### src/rtl/mc_ctrl_pkg.sv
// -----------------------------------------------------------------------------
// mc_ctrl_pkg
//   Shared definitions for the multi-cycle MIPS control unit: FSM state
//   encoding, opcode/funct constants, instruction classes, ALU op codes and
//   the PC source select values.
//   Optional feature macro: CU_MULDIV_EN (MULTU/DIVU support, see mc_ctrl_fsm).
// -----------------------------------------------------------------------------
package mc_ctrl_pkg;

  localparam int ALU_OP_W = 6;

  // State encoding is visible on state_o, so the values are fixed.
  typedef enum logic [2:0] {
    ST_FETCH  = 3'd0,
    ST_DECODE = 3'd1,
    ST_EXEC   = 3'd2,
    ST_MEM    = 3'd3,
    ST_WB     = 3'd4,
    ST_MULDIV = 3'd5,
    ST_TRAP   = 3'd6
  } state_t;

  // Instruction class captured in DECODE; CL_ILL is the reset value.
  typedef enum logic [3:0] {
    CL_ILL  = 4'd0,
    CL_RALU = 4'd1,
    CL_IALU = 4'd2,
    CL_LW   = 4'd3,
    CL_SW   = 4'd4,
    CL_BEQ  = 4'd5,
    CL_BNE  = 4'd6,
    CL_J    = 4'd7,
    CL_MD   = 4'd8
  } class_t;

  // Primary opcodes (instr[31:26])
  localparam logic [5:0] OP_RTYPE = 6'h00;
  localparam logic [5:0] OP_J     = 6'h02;
  localparam logic [5:0] OP_BEQ   = 6'h04;
  localparam logic [5:0] OP_BNE   = 6'h05;
  localparam logic [5:0] OP_ADDI  = 6'h08;
  localparam logic [5:0] OP_ADDIU = 6'h09;
  localparam logic [5:0] OP_SLTI  = 6'h0A;
  localparam logic [5:0] OP_SLTIU = 6'h0B;
  localparam logic [5:0] OP_ANDI  = 6'h0C;
  localparam logic [5:0] OP_ORI   = 6'h0D;
  localparam logic [5:0] OP_XORI  = 6'h0E;
  localparam logic [5:0] OP_LUI   = 6'h0F;
  localparam logic [5:0] OP_LW    = 6'h23;
  localparam logic [5:0] OP_SW    = 6'h2B;

  // R-type function codes (instr[5:0])
  localparam logic [5:0] FN_MULTU = 6'h19;
  localparam logic [5:0] FN_DIVU  = 6'h1B;
  localparam logic [5:0] FN_ADD   = 6'h20;
  localparam logic [5:0] FN_ADDU  = 6'h21;
  localparam logic [5:0] FN_SUB   = 6'h22;
  localparam logic [5:0] FN_SUBU  = 6'h23;
  localparam logic [5:0] FN_AND   = 6'h24;
  localparam logic [5:0] FN_OR    = 6'h25;
  localparam logic [5:0] FN_XOR   = 6'h26;
  localparam logic [5:0] FN_NOR   = 6'h27;
  localparam logic [5:0] FN_SLT   = 6'h2A;
  localparam logic [5:0] FN_SLTU  = 6'h2B;

  // ALU operation codes
  localparam logic [ALU_OP_W-1:0] ALU_NOP  = 6'd0;
  localparam logic [ALU_OP_W-1:0] ALU_ADD  = 6'd1;
  localparam logic [ALU_OP_W-1:0] ALU_SUB  = 6'd2;
  localparam logic [ALU_OP_W-1:0] ALU_AND  = 6'd3;
  localparam logic [ALU_OP_W-1:0] ALU_OR   = 6'd4;
  localparam logic [ALU_OP_W-1:0] ALU_XOR  = 6'd5;
  localparam logic [ALU_OP_W-1:0] ALU_NOR  = 6'd6;
  localparam logic [ALU_OP_W-1:0] ALU_SLT  = 6'd7;
  localparam logic [ALU_OP_W-1:0] ALU_SLTU = 6'd8;
  localparam logic [ALU_OP_W-1:0] ALU_LUI  = 6'd9;

  // PC source select
  localparam logic [1:0] PC_SEQ = 2'd0;
  localparam logic [1:0] PC_BR  = 2'd1;
  localparam logic [1:0] PC_JMP = 2'd2;

  // Classes that go through the MEM state after EXEC.
  function automatic logic is_mem(input class_t c);
    return (c == CL_LW) || (c == CL_SW);
  endfunction

endpackage

### src/rtl/mc_ctrl_decode.sv
// -----------------------------------------------------------------------------
// mc_ctrl_decode
//   Purely combinational instruction decoder.
//   Ports:
//     instr  in   32        IR word
//     cls    out  class_t   instruction class (CL_ILL when unrecognised)
//     aluop  out  ALU_OP_W  ALU operation used in EXEC
//     valid  out  1         instruction is supported
//   Macro CU_MULDIV_EN: when defined MULTU/DIVU decode to CL_MD, otherwise
//   they are treated as illegal.
// -----------------------------------------------------------------------------
module mc_ctrl_decode
  import mc_ctrl_pkg::*;
(
  input  logic [31:0]         instr,
  output class_t              cls,
  output logic [ALU_OP_W-1:0] aluop,
  output logic                valid
);

  logic [5:0] opcode;
  logic [5:0] funct;
  logic       unused_instr_bits;

  assign opcode = instr[31:26];
  assign funct  = instr[5:0];
  // Register fields and immediates are the datapath's business.
  assign unused_instr_bits = ^instr[25:6];

  always_comb begin
    cls   = CL_ILL;
    aluop = ALU_NOP;
    case (opcode)
      OP_RTYPE: begin
        case (funct)
          FN_ADD, FN_ADDU: begin cls = CL_RALU; aluop = ALU_ADD;  end
          FN_SUB, FN_SUBU: begin cls = CL_RALU; aluop = ALU_SUB;  end
          FN_AND:          begin cls = CL_RALU; aluop = ALU_AND;  end
          FN_OR:           begin cls = CL_RALU; aluop = ALU_OR;   end
          FN_XOR:          begin cls = CL_RALU; aluop = ALU_XOR;  end
          FN_NOR:          begin cls = CL_RALU; aluop = ALU_NOR;  end
          FN_SLT:          begin cls = CL_RALU; aluop = ALU_SLT;  end
          FN_SLTU:         begin cls = CL_RALU; aluop = ALU_SLTU; end
          FN_MULTU, FN_DIVU: begin
`ifdef CU_MULDIV_EN
            cls = CL_MD;
`else
            cls = CL_ILL;
`endif
          end
          default: ;
        endcase
      end
      OP_ADDI, OP_ADDIU: begin cls = CL_IALU; aluop = ALU_ADD;  end
      OP_SLTI:           begin cls = CL_IALU; aluop = ALU_SLT;  end
      OP_SLTIU:          begin cls = CL_IALU; aluop = ALU_SLTU; end
      OP_ANDI:           begin cls = CL_IALU; aluop = ALU_AND;  end
      OP_ORI:            begin cls = CL_IALU; aluop = ALU_OR;   end
      OP_XORI:           begin cls = CL_IALU; aluop = ALU_XOR;  end
      OP_LUI:            begin cls = CL_IALU; aluop = ALU_LUI;  end
      OP_LW:             begin cls = CL_LW;   aluop = ALU_ADD;  end
      OP_SW:             begin cls = CL_SW;   aluop = ALU_ADD;  end
      // Branches compare by subtraction; the ALU zero flag decides.
      OP_BEQ:            begin cls = CL_BEQ;  aluop = ALU_SUB;  end
      OP_BNE:            begin cls = CL_BNE;  aluop = ALU_SUB;  end
      OP_J:              begin cls = CL_J;    aluop = ALU_NOP;  end
      default: ;
    endcase
  end

  assign valid = (cls != CL_ILL);

endmodule

### src/rtl/mc_ctrl_fsm.sv
// -----------------------------------------------------------------------------
// mc_ctrl_fsm
//   Multi-cycle MIPS control unit. Sequences FETCH/DECODE/EXEC/MEM/WB, drives
//   datapath enables and a req/ack memory handshake, runs MULTU/DIVU through
//   a MULDIV wait state with timeout, and traps on illegal instructions.
//   Ports:
//     clk, rst              clock / synchronous active-high reset
//     instr                 IR contents
//     mem_ack               memory done (only looked at while mem_req=1)
//     zero                  ALU zero flag (used in EXEC for branches)
//     md_done               mul/div unit finished pulse
//     mem_req, mem_wr       memory request / write qualifier
//     ir_we, pc_we, pc_src  IR load, PC load and PC source select
//     regdst, regwr         destination select / register file write
//     alusrc, memtoreg      ALU B-operand select / write-back source
//     aluop                 ALU operation
//     md_start              start pulse to mul/div unit
//     illegal               trap flag, held until reset
//     state_o               current state (debug)
//   Macro CU_MULDIV_EN: enables the MULTU/DIVU path and MULDIV counter; when
//   undefined those instructions trap and md_start stays 0.
//   Outputs are decoded combinationally from the state, the registered class
//   and (in FETCH/DECODE/EXEC) the live inputs; all are forced to 0 during rst.
// -----------------------------------------------------------------------------
module mc_ctrl_fsm
  import mc_ctrl_pkg::*;
#(
  parameter int ALUOP_W    = 6,
  parameter int MD_TIMEOUT = 64
) (
  input  logic               clk,
  input  logic               rst,
  input  logic [31:0]        instr,
  input  logic               mem_ack,
  input  logic               zero,
  input  logic               md_done,
  output logic               mem_req,
  output logic               mem_wr,
  output logic               ir_we,
  output logic               pc_we,
  output logic [1:0]         pc_src,
  output logic               regdst,
  output logic               regwr,
  output logic               alusrc,
  output logic               memtoreg,
  output logic [ALUOP_W-1:0] aluop,
  output logic               md_start,
  output logic               illegal,
  output logic [2:0]         state_o
);

  state_t              state_reg;
  class_t              cls_reg;
  logic [ALU_OP_W-1:0] aluop_reg;
  logic [ALU_OP_W-1:0] aluop_int;

  class_t              dec_cls;
  logic [ALU_OP_W-1:0] dec_aluop;
  logic                dec_valid;

`ifdef CU_MULDIV_EN
  // Wide enough to hold MD_TIMEOUT-1 for any MD_TIMEOUT >= 1.
  localparam int CNT_W = $clog2(MD_TIMEOUT + 1);
  logic [CNT_W-1:0] md_cnt_reg;
`else
  logic unused_md_done;
  assign unused_md_done = md_done;
`endif

  mc_ctrl_decode u_decode (
    .instr (instr),
    .cls   (dec_cls),
    .aluop (dec_aluop),
    .valid (dec_valid)
  );

  // State, class and MULDIV counter.
  always_ff @(posedge clk) begin
    if (rst) begin
      state_reg  <= ST_FETCH;
      cls_reg    <= CL_ILL;
      aluop_reg  <= ALU_NOP;
`ifdef CU_MULDIV_EN
      md_cnt_reg <= '0;
`endif
    end else begin
      case (state_reg)
        ST_FETCH: begin
          if (mem_ack) state_reg <= ST_DECODE;
        end
        ST_DECODE: begin
          cls_reg   <= dec_cls;
          aluop_reg <= dec_aluop;
          if (!dec_valid) begin
            state_reg <= ST_TRAP;
          end else begin
            case (dec_cls)
              CL_J: state_reg <= ST_FETCH;
`ifdef CU_MULDIV_EN
              CL_MD: begin
                state_reg  <= ST_MULDIV;
                md_cnt_reg <= '0;
              end
`endif
              default: state_reg <= ST_EXEC;
            endcase
          end
        end
        ST_EXEC: begin
          if (cls_reg == CL_RALU || cls_reg == CL_IALU) state_reg <= ST_WB;
          else if (is_mem(cls_reg))                     state_reg <= ST_MEM;
          else                                          state_reg <= ST_FETCH;
        end
        ST_MEM: begin
          if (mem_ack) state_reg <= (cls_reg == CL_LW) ? ST_WB : ST_FETCH;
        end
        ST_WB: state_reg <= ST_FETCH;
        ST_MULDIV: begin
`ifdef CU_MULDIV_EN
          // md_done takes priority over the timeout in the same cycle.
          if (md_done)                                    state_reg  <= ST_FETCH;
          else if (md_cnt_reg == CNT_W'(MD_TIMEOUT - 1))  state_reg  <= ST_TRAP;
          else                                            md_cnt_reg <= md_cnt_reg + 1'b1;
`else
          state_reg <= ST_TRAP;
`endif
        end
        ST_TRAP: state_reg <= ST_TRAP;
        default: state_reg <= ST_TRAP;
      endcase
    end
  end

  // Output decode. Wait states naturally hold outputs because nothing here
  // changes until mem_ack arrives.
  always_comb begin
    mem_req   = 1'b0;
    mem_wr    = 1'b0;
    ir_we     = 1'b0;
    pc_we     = 1'b0;
    pc_src    = PC_SEQ;
    regdst    = 1'b0;
    regwr     = 1'b0;
    alusrc    = 1'b0;
    memtoreg  = 1'b0;
    aluop_int = ALU_NOP;
    md_start  = 1'b0;
    illegal   = 1'b0;
    state_o   = 3'd0;
    if (!rst) begin
      state_o = state_reg;
      case (state_reg)
        ST_FETCH: begin
          mem_req = 1'b1;
          if (mem_ack) begin
            ir_we = 1'b1;
            pc_we = 1'b1;
          end
        end
        ST_DECODE: begin
          if (dec_cls == CL_J) begin
            pc_we  = 1'b1;
            pc_src = PC_JMP;
          end
`ifdef CU_MULDIV_EN
          if (dec_cls == CL_MD) md_start = 1'b1;
`endif
        end
        ST_EXEC: begin
          aluop_int = aluop_reg;
          alusrc    = (cls_reg == CL_IALU) || is_mem(cls_reg);
          if (cls_reg == CL_BEQ || cls_reg == CL_BNE) begin
            pc_src = PC_BR;
            pc_we  = (cls_reg == CL_BEQ) ? zero : ~zero;
          end
        end
        ST_MEM: begin
          mem_req = 1'b1;
          mem_wr  = (cls_reg == CL_SW);
        end
        ST_WB: begin
          regwr    = 1'b1;
          memtoreg = (cls_reg == CL_LW);
          regdst   = (cls_reg == CL_RALU);
        end
        ST_TRAP: illegal = 1'b1;
        default: ;
      endcase
    end
  end

  assign aluop = ALUOP_W'(aluop_int);

endmodule

### config.mk
export PLATFORM = sky130hd
export DESIGN_NAME = mc_ctrl_fsm
export DESIGN_NICKNAME = d
export VERILOG_FILES = /design/src/rtl/mc_ctrl_pkg.sv /design/src/rtl/mc_ctrl_decode.sv /design/src/rtl/mc_ctrl_fsm.sv
export SDC_FILE = /design/constraint.sdc
export NUM_CORES = 1
export LEC_CHECK = 0
export CAP_MARGIN = 30
export CORE_MARGIN = 2
export CORE_UTILIZATION = 42
export DETAILED_ROUTE_END_ITERATION = 8
export PLACE_DENSITY = 0.93
export SLEW_MARGIN = 20
export SYNTH_ARGS = -nofsm -noshare
export SYNTH_HDL_FRONTEND = slang
export SYNTH_SLANG_ARGS = --single-unit
### constraint.sdc
create_clock -name clk -period 4.9 [get_ports clk]
set_input_delay 0.49 -clock clk [delete_from_list [all_inputs] [get_ports clk]]
set_output_delay 0.49 -clock clk [all_outputs]
set_load 0.02 [all_outputs]
## After elaboration in Yosys (flattened, before gate mapping)

Cells that the tools add are included.

- Flip-flop bits (word level): 13
- Bits of input ports: 37
- Logic and storage cells: 97

- Eq/ne operators: 37
- Mux-type cells: 41
- Bitwise logic cells: 1
- Reductions and logical operators: 15

Operators with widths:

| cell | count |
|---|---|
| 6-bit equality test (second input constant) | 12 |
| 6-bit one-hot mux with 9 select lines | 1 |
| 6-bit by 4-bit equality test with 1-bit output (second input constant) | 8 |
| 4-bit one-hot mux with 8 select lines | 1 |
| 4-bit one-hot mux with 7 select lines | 1 |
| 1-bit two-way mux | 23 |
| 3-bit two-way mux | 6 |
| 4-bit by 3-bit equality test with 1-bit output (second input constant) | 4 |
| 3-bit one-hot mux with 5 select lines | 1 |
| 6-bit by 3-bit equality test with 1-bit output (second input constant) | 2 |
| 6-bit two-way mux | 2 |
| 10-bit OR reduction | 1 |
| 4-bit by 2-bit equality test with 1-bit output (second input constant) | 2 |
| 2-bit two-way mux | 4 |
| 2-bit OR reduction | 4 |
| 8-bit OR reduction | 1 |
| 3-bit by 2-bit equality test with 1-bit output (second input constant) | 2 |
| 3-bit equality test (second input constant) | 2 |
| 6-bit by 2-bit equality test with 1-bit output (second input constant) | 1 |
| 6-bit logical NOT | 1 |
| 4-bit by 1-bit equality test with 1-bit output (second input constant) | 1 |
| 1-bit logical OR | 4 |
| 2-bit inequality test (second input constant) | 2 |
| 2-bit one-hot mux with 2 select lines | 1 |
| other kinds (7) | 7 |

## Depth between registers and ports, before layout

Gate-level depths: netlist (run 1).

- Depth after elaboration: 8
- Depth in mapped cells: 6
- Gate-level depth less buffers: 5

## Hierarchy

A second synthesis (run 1) with hierarchy kept.

- Cell total of the unflattened synthesis: 168
- Area total of the unflattened synthesis: 1258.7 µm²

By module, submodules not included:

| module | instances | cells an instance | area each (µm²) |
|---|---|---|---|
| mc_ctrl_fsm | 1 | 101 | 850.8 |
| mc_ctrl_decode | 1 | 67 | 407.9 |

## Worst setup path before layout (run 1)

OpenSTA, ideal clock, no wires.

- Path kind: input -> output
- From: in rst
- To: out regdst
- Data arrival time: 2211 ps
- Required time: 4410 ps
- Path slack: 2199 ps
- Stages on the path: 5
- Buffers on the path: 1
- Cell sequence: clkbuf_1 inv_1 nand2_1 nor3_1 nor4bb_1

- Longest elaborated chain between the ends: 1

RTL lines:

| element | line | RTL |
|---|---|---|
| from (decl) | mc_ctrl_fsm.sv:32 | `input logic rst,` |
| 1-bit two-way mux | mc_ctrl_fsm.sv:150 | `if (!rst) begin` |
| to (decl) | mc_ctrl_fsm.sv:42 | `output logic regdst,` |

Every way passes these cells.

## Final worst setup path (run 1)

- From: in instr[27]
- To: out pc_we

- Longest elaborated chain between the ends: 7
- Elaborated cells on any way between the ends: 20

RTL lines:

| element | line | RTL |
|---|---|---|
| from (decl) | mc_ctrl_fsm.sv:33 | `input logic [31:0] instr,` |
| 6-bit by 4-bit equality test with 1-bit output | mc_ctrl_decode.sv:33 | `case (opcode)` |
| 8-bit OR reduction (no line) | n/a |  |
| 4-bit one-hot mux with 7 select lines (*) | mc_ctrl_decode.sv:33 |  |
| 4-bit by 3-bit equality test with 1-bit output (*) | mc_ctrl_fsm.sv:161 | `if (dec_cls == CL_J) begin` |
| 1-bit two-way mux (*) | mc_ctrl_fsm.sv:161 |  |
| 1-bit one-hot mux with 3 select lines (*) | mc_ctrl_fsm.sv:152 | `case (state_reg)` |
| 1-bit two-way mux (*) | mc_ctrl_fsm.sv:150 |  |
| to (decl) | mc_ctrl_fsm.sv:40 | `output logic pc_we,` |

Every way passes the cells marked *; elsewhere a longest branch is shown, timed or not.

==> impl_metrics.yaml, run 1 <==
layout:
  total_number_of_nets_in_the_final_design: 216
  fillerInstances: 236
  syn2layout_area_growth_pct: 29.57
  antenna_cells_inserted: 0
  largest_register_ff_count: 4
  drive_above_1_share: 0.07303
power:
  cell_internal_pwr_mw: 0.1687
  power.share.switching: 0.3420
  p_per_area_nw_per_um2: 180.5
  power.total_mw: 0.2563
  seqPwrFrac: 0.370
  combinationalPowerShare: 0.334
  power_frac_clock: 0.296
  switchingPower_mw: 0.08767
  leakage_nw: 0.5035
  ir_drop_uv: 127.5
placed_design:
  post-dp-hpwl_um: 2021
  portBuffers: 33
  place_congestion: 0.8872
  setup_ws_pre_cts_ns: 1.276
die:
  chipWidth_um: 55.09
  starting_utilization_of_the_core_area: 0.4424
  dieHeight_um: 55.09
  core_region_area_sq_um: 2477
  fp.dieArea_sq_um: 3034
  floorplan.io_pins: 58
  placement_rows: 18
timing:
  setup-violations-final: 0
  fmax_mhz: 273.7
  whs_ns: 0.4415
  final_critical_path_setup_slack_ns: 1.247
  final.period_utilization: 0.7456
  actual_transition_at_the_worst_max_transition_pin_ns: 0.6472
  finalCriticalPeriod_ns: 3.653
  slew_viol_final: 0
  final.setup_skew_ns: 0.007183
  setup_tns_ns: 0
  rsz0062_at_grt: "no"
  slew_headroom: 0.5666
  timing.final.hold_violations: 0
setup_path:
  worstPathRequired_ns: 4.41
  end_kind: "primary output"
  critical_path_arrival_ns: 3.16
  regToRegEndpoint: "aluop_reg[1]"
  worst_r2r_path_depth: 3
  reg2reg_setup_slack_ns: 3.22
  critPathMaxFanout: 11
  setup.worst_path.class: "input port to primary output"
  crit_path_end: "pc_we"
  worstSetupStartpointType: "input port"
  critPathLaunch: "instr[27]"
  worstReg2RegStart: "state_reg[0]"
synthesis:
  synth_enable_flop_cells: 0
  post_synthesis_cell_area_sq_um: 1096
  ys_seq_elements: 10
  synth_area_per_cell_sq_um: 7.071
  post-synth-top-area-cell: "sky130_fd_sc_hd__dfxtp_1"
  ys_dominant_reg_cell: "sky130_fd_sc_hd__dfxtp_1"
  yosys.area.top_type_share: 0.1826
  synthTopCellsByCount: "17 x sky130_fd_sc_hd__nor2_1, 11 x sky130_fd_sc_hd__a21oi_1, 10 x sky130_fd_sc_hd__dfxtp_1, 10 x sky130_fd_sc_hd__nand2_1, 9 x sky130_fd_sc_hd__clkbuf_1"
  yosysSeqAreaShare: 0.1826
  netlist-cell-type-count: 54
  post_synthesis_instance_total: 155
  share_of_async_settable_or_async_resettable_flops_after_synthesis: 0
  yosys.cell_count.top_type: "sky130_fd_sc_hd__nor2_1"
  synthesis.yosys.warnings: 0
  yosys-top-cells-area: "sky130_fd_sc_hd__dfxtp_1 18%, sky130_fd_sc_hd__nor2_1 5.8%, sky130_fd_sc_hd__a21oi_1 5.0%, sky130_fd_sc_hd__and2_1 4.0%, sky130_fd_sc_hd__buf_4 3.4%"
routing:
  drcViolationCount: 0
  drt-vias-per-instance: 5.639
  detail_route.first_pass.iterations: 4
  wirelength_um: 2709
  route.vias.total: 1173
  drt_first_iter_violations: 28
  wl_per_cell_um: 13.02
  final_antenna_violating_net_count: 0
clocking:
  cts_buffer_depth: 2
  ctsRootBufferMaster: "sky130_fd_sc_hd__clkbuf_4"
  cts_inserted_buffers: 3
  post_cts_resized: 0
  cts_hold_buffers: 0
  sink_count_of_the_clock_tree: 10
  tritoncts: "done"
  cts.clk_slew.worst_paths_ns: 0.07
  cts-htree-levels: 1
  postCtsSetupRepairBufs: 0
  clkLatencyLatePin_ns: 0.27
grt:
  grt_pass1_wl_um: 4367
  antenna_violations_before_repair: 0
  grt_pass1_vias: 1027
  grt_util_all_layers: 0.1960
  grt_overflow: 0
  grt_max_degree: 13
job:
  timing.max_cap.violations: 0
worst_hold_path:
  hp-class: "flip-flop to flip-flop"
run_status:
  run_status: "finished clean"
[power by group through the flow]
stage | registers [mW] | clock network (mW) | logic (mW)
detailed placement | 0.0964 | 0 | 0.0847
global placement | 0.0964 | 0 | 0.0833
finish | 0.0948 | 0.0759 | 0.0856
floorplan | 0.0891 | 0 | 0.0644
CTS | 0.0946 | 0.0757 | 0.0852
global route | 0.0958 | 0.0810 | 0.0942
[worst min path at each step]
stage / start / slack (ns) / to / cells past startpoint
after floorplan: aluop_reg[0] / 0.42 / aluop_reg[0] / 2
after global placement: aluop_reg[0] / 0.43 / aluop_reg[0] / 2
after detailed placement: aluop_reg[0] / 0.43 / aluop_reg[0] / 2
after CTS: aluop_reg[0] / 0.44 / aluop_reg[0] / 2
after global routing: aluop_reg[0] / 0.46 / aluop_reg[0] / 2
final: aluop_reg[0] / 0.44 / aluop_reg[0] / 2
[cells in the final DEF, fill, tap and decap left out, drive strengths merged, types with 2 or more instances in the layout]
cell	n
nand2b	4
o22ai	2
nor3b	2
inv	6
and3b	2
a21oi	12
o31ai	2
a211oi	2
conb	3
clkbuf	4
nor2b	3
nand3	6
a211o	2
dfxtp	10
mux2i	2
and2	7
o21ai	9
a2111oi	2
nand2	10
clkdlybuf4s50	33
o32a	2
nor3	6
and3	2
or2	2
o21bai	2
o21a	4
nor2	17
xor2	2
[per-layer routing]
metal | vias up | part of all wire | GRT usage
met1 | 519 | 0.46 | 0.2630
met4 | 0 | 0.0052 | 0.03659
li1 | 601 | - | -
met2 | 51 | 0.45 | 0.3313
met3 | 2 | 0.082 | 0.03226
met5 | - | 0 | 0
[per-stage QoR]
stage	cells	cell area (sq um)	utilization
floorplan	157	1104	-
global placement	204	1384	0.5586
detailed placement	204	1384	0.5586
CTS	208	1420	0.5732
global route	208	1420	0.5732
finish	208	1420	0.5732
[layout make-up]
cell class                 count  area (sq um)  share of cell area
tap                           30         37.54             0.02643
sequential                    10         200.2              0.1410
inverter                       6         22.52             0.01586
timing repair buffer          33         330.3              0.2326
multi-input combinational    125         793.3              0.5586
clock buffer                   4         36.28             0.02555
[critical path, stage by stage]
cell	delay [ns]
sky130_fd_sc_hd__clkdlybuf4s50_1	0.59
sky130_fd_sc_hd__or4b_4	0.65
sky130_fd_sc_hd__a211o_1	0.34
sky130_fd_sc_hd__a21oi_2	0.19
sky130_fd_sc_hd__a31oi_1	0.07
sky130_fd_sc_hd__o31ai_2	0.19
sky130_fd_sc_hd__clkdlybuf4s50_1	0.64
[kinds of logic (layout without fill, tap and decap cells)]
kind of cell / after synthesis / after routing / synth area share
AND/OR/NAND/NOR: 69 / 69 / 0.3470
XOR/XNOR: 3 / 3 / 0.02398
buffers and inverters: 22 / 43 / 0.1005
multiplexers: 2 / 2 / 0.01827
flip-flops: 10 / 10 / 0.1826
other: 1 / 3 / 0.003421
AO/OA/AOI/OAI: 48 / 48 / 0.3242
No activity file was read; power rests on OpenSTA's default activity.
==> inputs of run 2 (changes only) <==
--- a/config.mk
+++ b/config.mk
@@ -7,9 +7,9 @@
 export LEC_CHECK = 0
 export CAP_MARGIN = 30
 export CORE_MARGIN = 2
-export CORE_UTILIZATION = 42
+export CORE_UTILIZATION = 39
 export DETAILED_ROUTE_END_ITERATION = 8
-export PLACE_DENSITY = 0.93
+export PLACE_DENSITY = 0.88
 export SLEW_MARGIN = 20
 export SYNTH_ARGS = -nofsm -noshare
 export SYNTH_HDL_FRONTEND = slang
==> constraint.sdc (replaced) <==
create_clock -name clk -period 3.61 [get_ports clk]
set_input_delay 0.361 -clock clk [delete_from_list [all_inputs] [get_ports clk]]
set_output_delay 0.361 -clock clk [all_outputs]
set_load 0.02 [all_outputs]
==> run 2 against run 1 <==
  * Register-to-register slack lost 1.0 ns
  * Global-route usage shrank 2.8 points
  * Clock skew shrank 0.0043 ns
  * Hold slack gained 0.0038 ns
  * First-iteration DRC count shrank 21%
  * Critical path type unchanged
==> impl_metrics.yaml, run 2 (synthesized netlist as in run 1, its figures left out) <==
run_status:
  run_status: "finished clean"
setup_path:
  reg2reg_setup_slack_ns: 2.22
  critPathMaxFanout: 9
  worstSetupStartpointType: "input port"
  setup.worst_path.class: "input port to primary output"
  critical_path_arrival_ns: 2.94
  crit_path_end: "pc_we"
  critPathLaunch: "instr[28]"
  regToRegEndpoint: "state_reg[0]"
  worstPathRequired_ns: 3.25
  worstReg2RegStart: "state_reg[0]"
  worst_r2r_path_depth: 4
  end_kind: "primary output"
layout:
  fillerInstances: 274
  syn2layout_area_growth_pct: 31.85
  fin_area_sq_um: 1445
  drive_above_1_share: 0.09341
  largest_register_ff_count: 4
  multi_input_comb_area_sq_um: 793.3
  ff_latch_area_sq_um: 200.2
  total_number_of_nets_in_the_final_design: 221
  layout.cells.most_common_list: "33 x sky130_fd_sc_hd__clkdlybuf4s50_1, 17 x sky130_fd_sc_hd__nor2_1, 11 x sky130_fd_sc_hd__a21oi_1"
  layout.cells.most_common: "sky130_fd_sc_hd__clkdlybuf4s50_1"
  antenna_cells_inserted: 0
  final_core_utilization: 0.5332
clocking:
  clkLatencyLatePin_ns: 0.27
  sink_count_of_the_clock_tree: 10
  postCtsSetupRepairBufs: 0
  post_cts_resized: 0
  cts_buffer_depth: 2
  tritoncts: "done"
  ctsRootBufferMaster: "sky130_fd_sc_hd__clkbuf_4"
  cts.clk_slew.worst_paths_ns: 0.06
  cts-htree-levels: 1
  cts_inserted_buffers: 3
  cts_hold_buffers: 0
placed_design:
  place_congestion: 0.8891
  portBuffers: 33
  postPlaceCellArea_sq_um: 1423
  post-dp-hpwl_um: 2044
die:
  chipWidth_um: 57.02
  fp.dieArea_sq_um: 3251
  core_region_area_sq_um: 2710
  floorplan.io_pins: 58
  placement_rows: 19
  starting_utilization_of_the_core_area: 0.4044
  dieHeight_um: 57.02
timing:
  final.setup_skew_ns: 0.002888
  setup-violations-final: 0
  final.period_utilization: 0.9148
  slew_viol_final: 0
  finalCriticalPeriod_ns: 3.302
  timing.final.hold_violations: 0
  setup_tns_ns: 0
  fmax_mhz: 302.8
  rsz0062_at_grt: "no"
  whs_ns: 0.4453
routing:
  wl_per_cell_um: 12.64
  final_antenna_violating_net_count: 0
  drcViolationCount: 0
  wirelength_um: 2693
  drt_first_iter_violations: 22
  route.vias.total: 1201
  detail_route.first_pass.iterations: 4
  drt-vias-per-instance: 5.638
grt:
  grt_max_degree: 13
  antenna_violations_before_repair: 0
  grt_pass1_wl_um: 4388
  grt_overflow: 0
  grt_util_all_layers: 0.1682
  grt_pass1_vias: 1003
power:
  ir_drop_uv: 202.1
  power.total_mw: 0.3264
  leakage_nw: 0.5213
  p_per_area_nw_per_um2: 225.9
worst_hold_path:
  hp-class: "flip-flop to flip-flop"
job:
  timing.max_cap.violations: 0
-- run 2: critical path: stages --
cell and delay, ns:
sky130_fd_sc_hd__clkdlybuf4s50_1 0.55, sky130_fd_sc_hd__or4b_4 0.57, sky130_fd_sc_hd__a211o_1 0.33, sky130_fd_sc_hd__a21oi_2 0.22
sky130_fd_sc_hd__a31oi_1 0.08, sky130_fd_sc_hd__o31ai_2 0.19, sky130_fd_sc_hd__clkdlybuf4s50_1 0.63
-- run 2: routing by layer --
metal | up-vias | global-route usage | wire length (um)
met1 | 550 | 0.2266 | 1265
met4 | 0 | 0.04983 | 20
met2 | 38 | 0.2578 | 1267
met3 | 4 | 0.05442 | 139
li1 | 609 | - | -
met5 | - | 0 | 0
-- run 2: how the worst min path moves through the flow --
stage | cells after the start | slack (ns) | endpoint | start
final | 2 | 0.45 | aluop_reg[1] | aluop_reg[1]
after global routing | 2 | 0.47 | aluop_reg[0] | aluop_reg[0]
after CTS | 2 | 0.45 | aluop_reg[0] | aluop_reg[0]
after detailed placement | 2 | 0.44 | aluop_reg[0] | aluop_reg[0]
after global placement | 2 | 0.43 | aluop_reg[1] | aluop_reg[1]
after floorplan | 2 | 0.42 | aluop_reg[0] | aluop_reg[0]
-- run 2: stage by stage --
| stage | setup slack [ns] | cells |
|---|---|---|
| 6_report | 0.3076 | 213 |
| 5_1_grt | 0.2129 | 213 |
| 4_1_cts | 0.3218 | 213 |
| 3_5_place_dp | 0.3282 | 210 |
| 3_3_place_gp | 0.3435 | 210 |
| 2_1_floorplan | 1.167 | 157 |
-- run 2: cell type report --
| type | instances | share of cell area |
|---|---|---|
| Timing Repair Buffer | 38 | 0.2545 |
| Inverter | 6 | 0.01558 |
| Multi-Input combinational cell | 125 | 0.5489 |
| Clock buffer | 3 | 0.01558 |
| Sequential cell | 10 | 0.1385 |
| Tap cell | 31 | 0.02684 |
-- run 2: power breakdown --
| group | leakage, nW | total (mW) | switching (mW) | internal [mW] |
|---|---|---|---|---|
| combinational | 0.426 | 0.121 | 0.0646 | 0.0561 |
| clock | 0.0138 | 0.0763 | 0.0378 | 0.0385 |
| sequential | 0.0813 | 0.129 | 0.0136 | 0.116 |
| total | 0.521 | 0.326 | 0.116 | 0.210 |
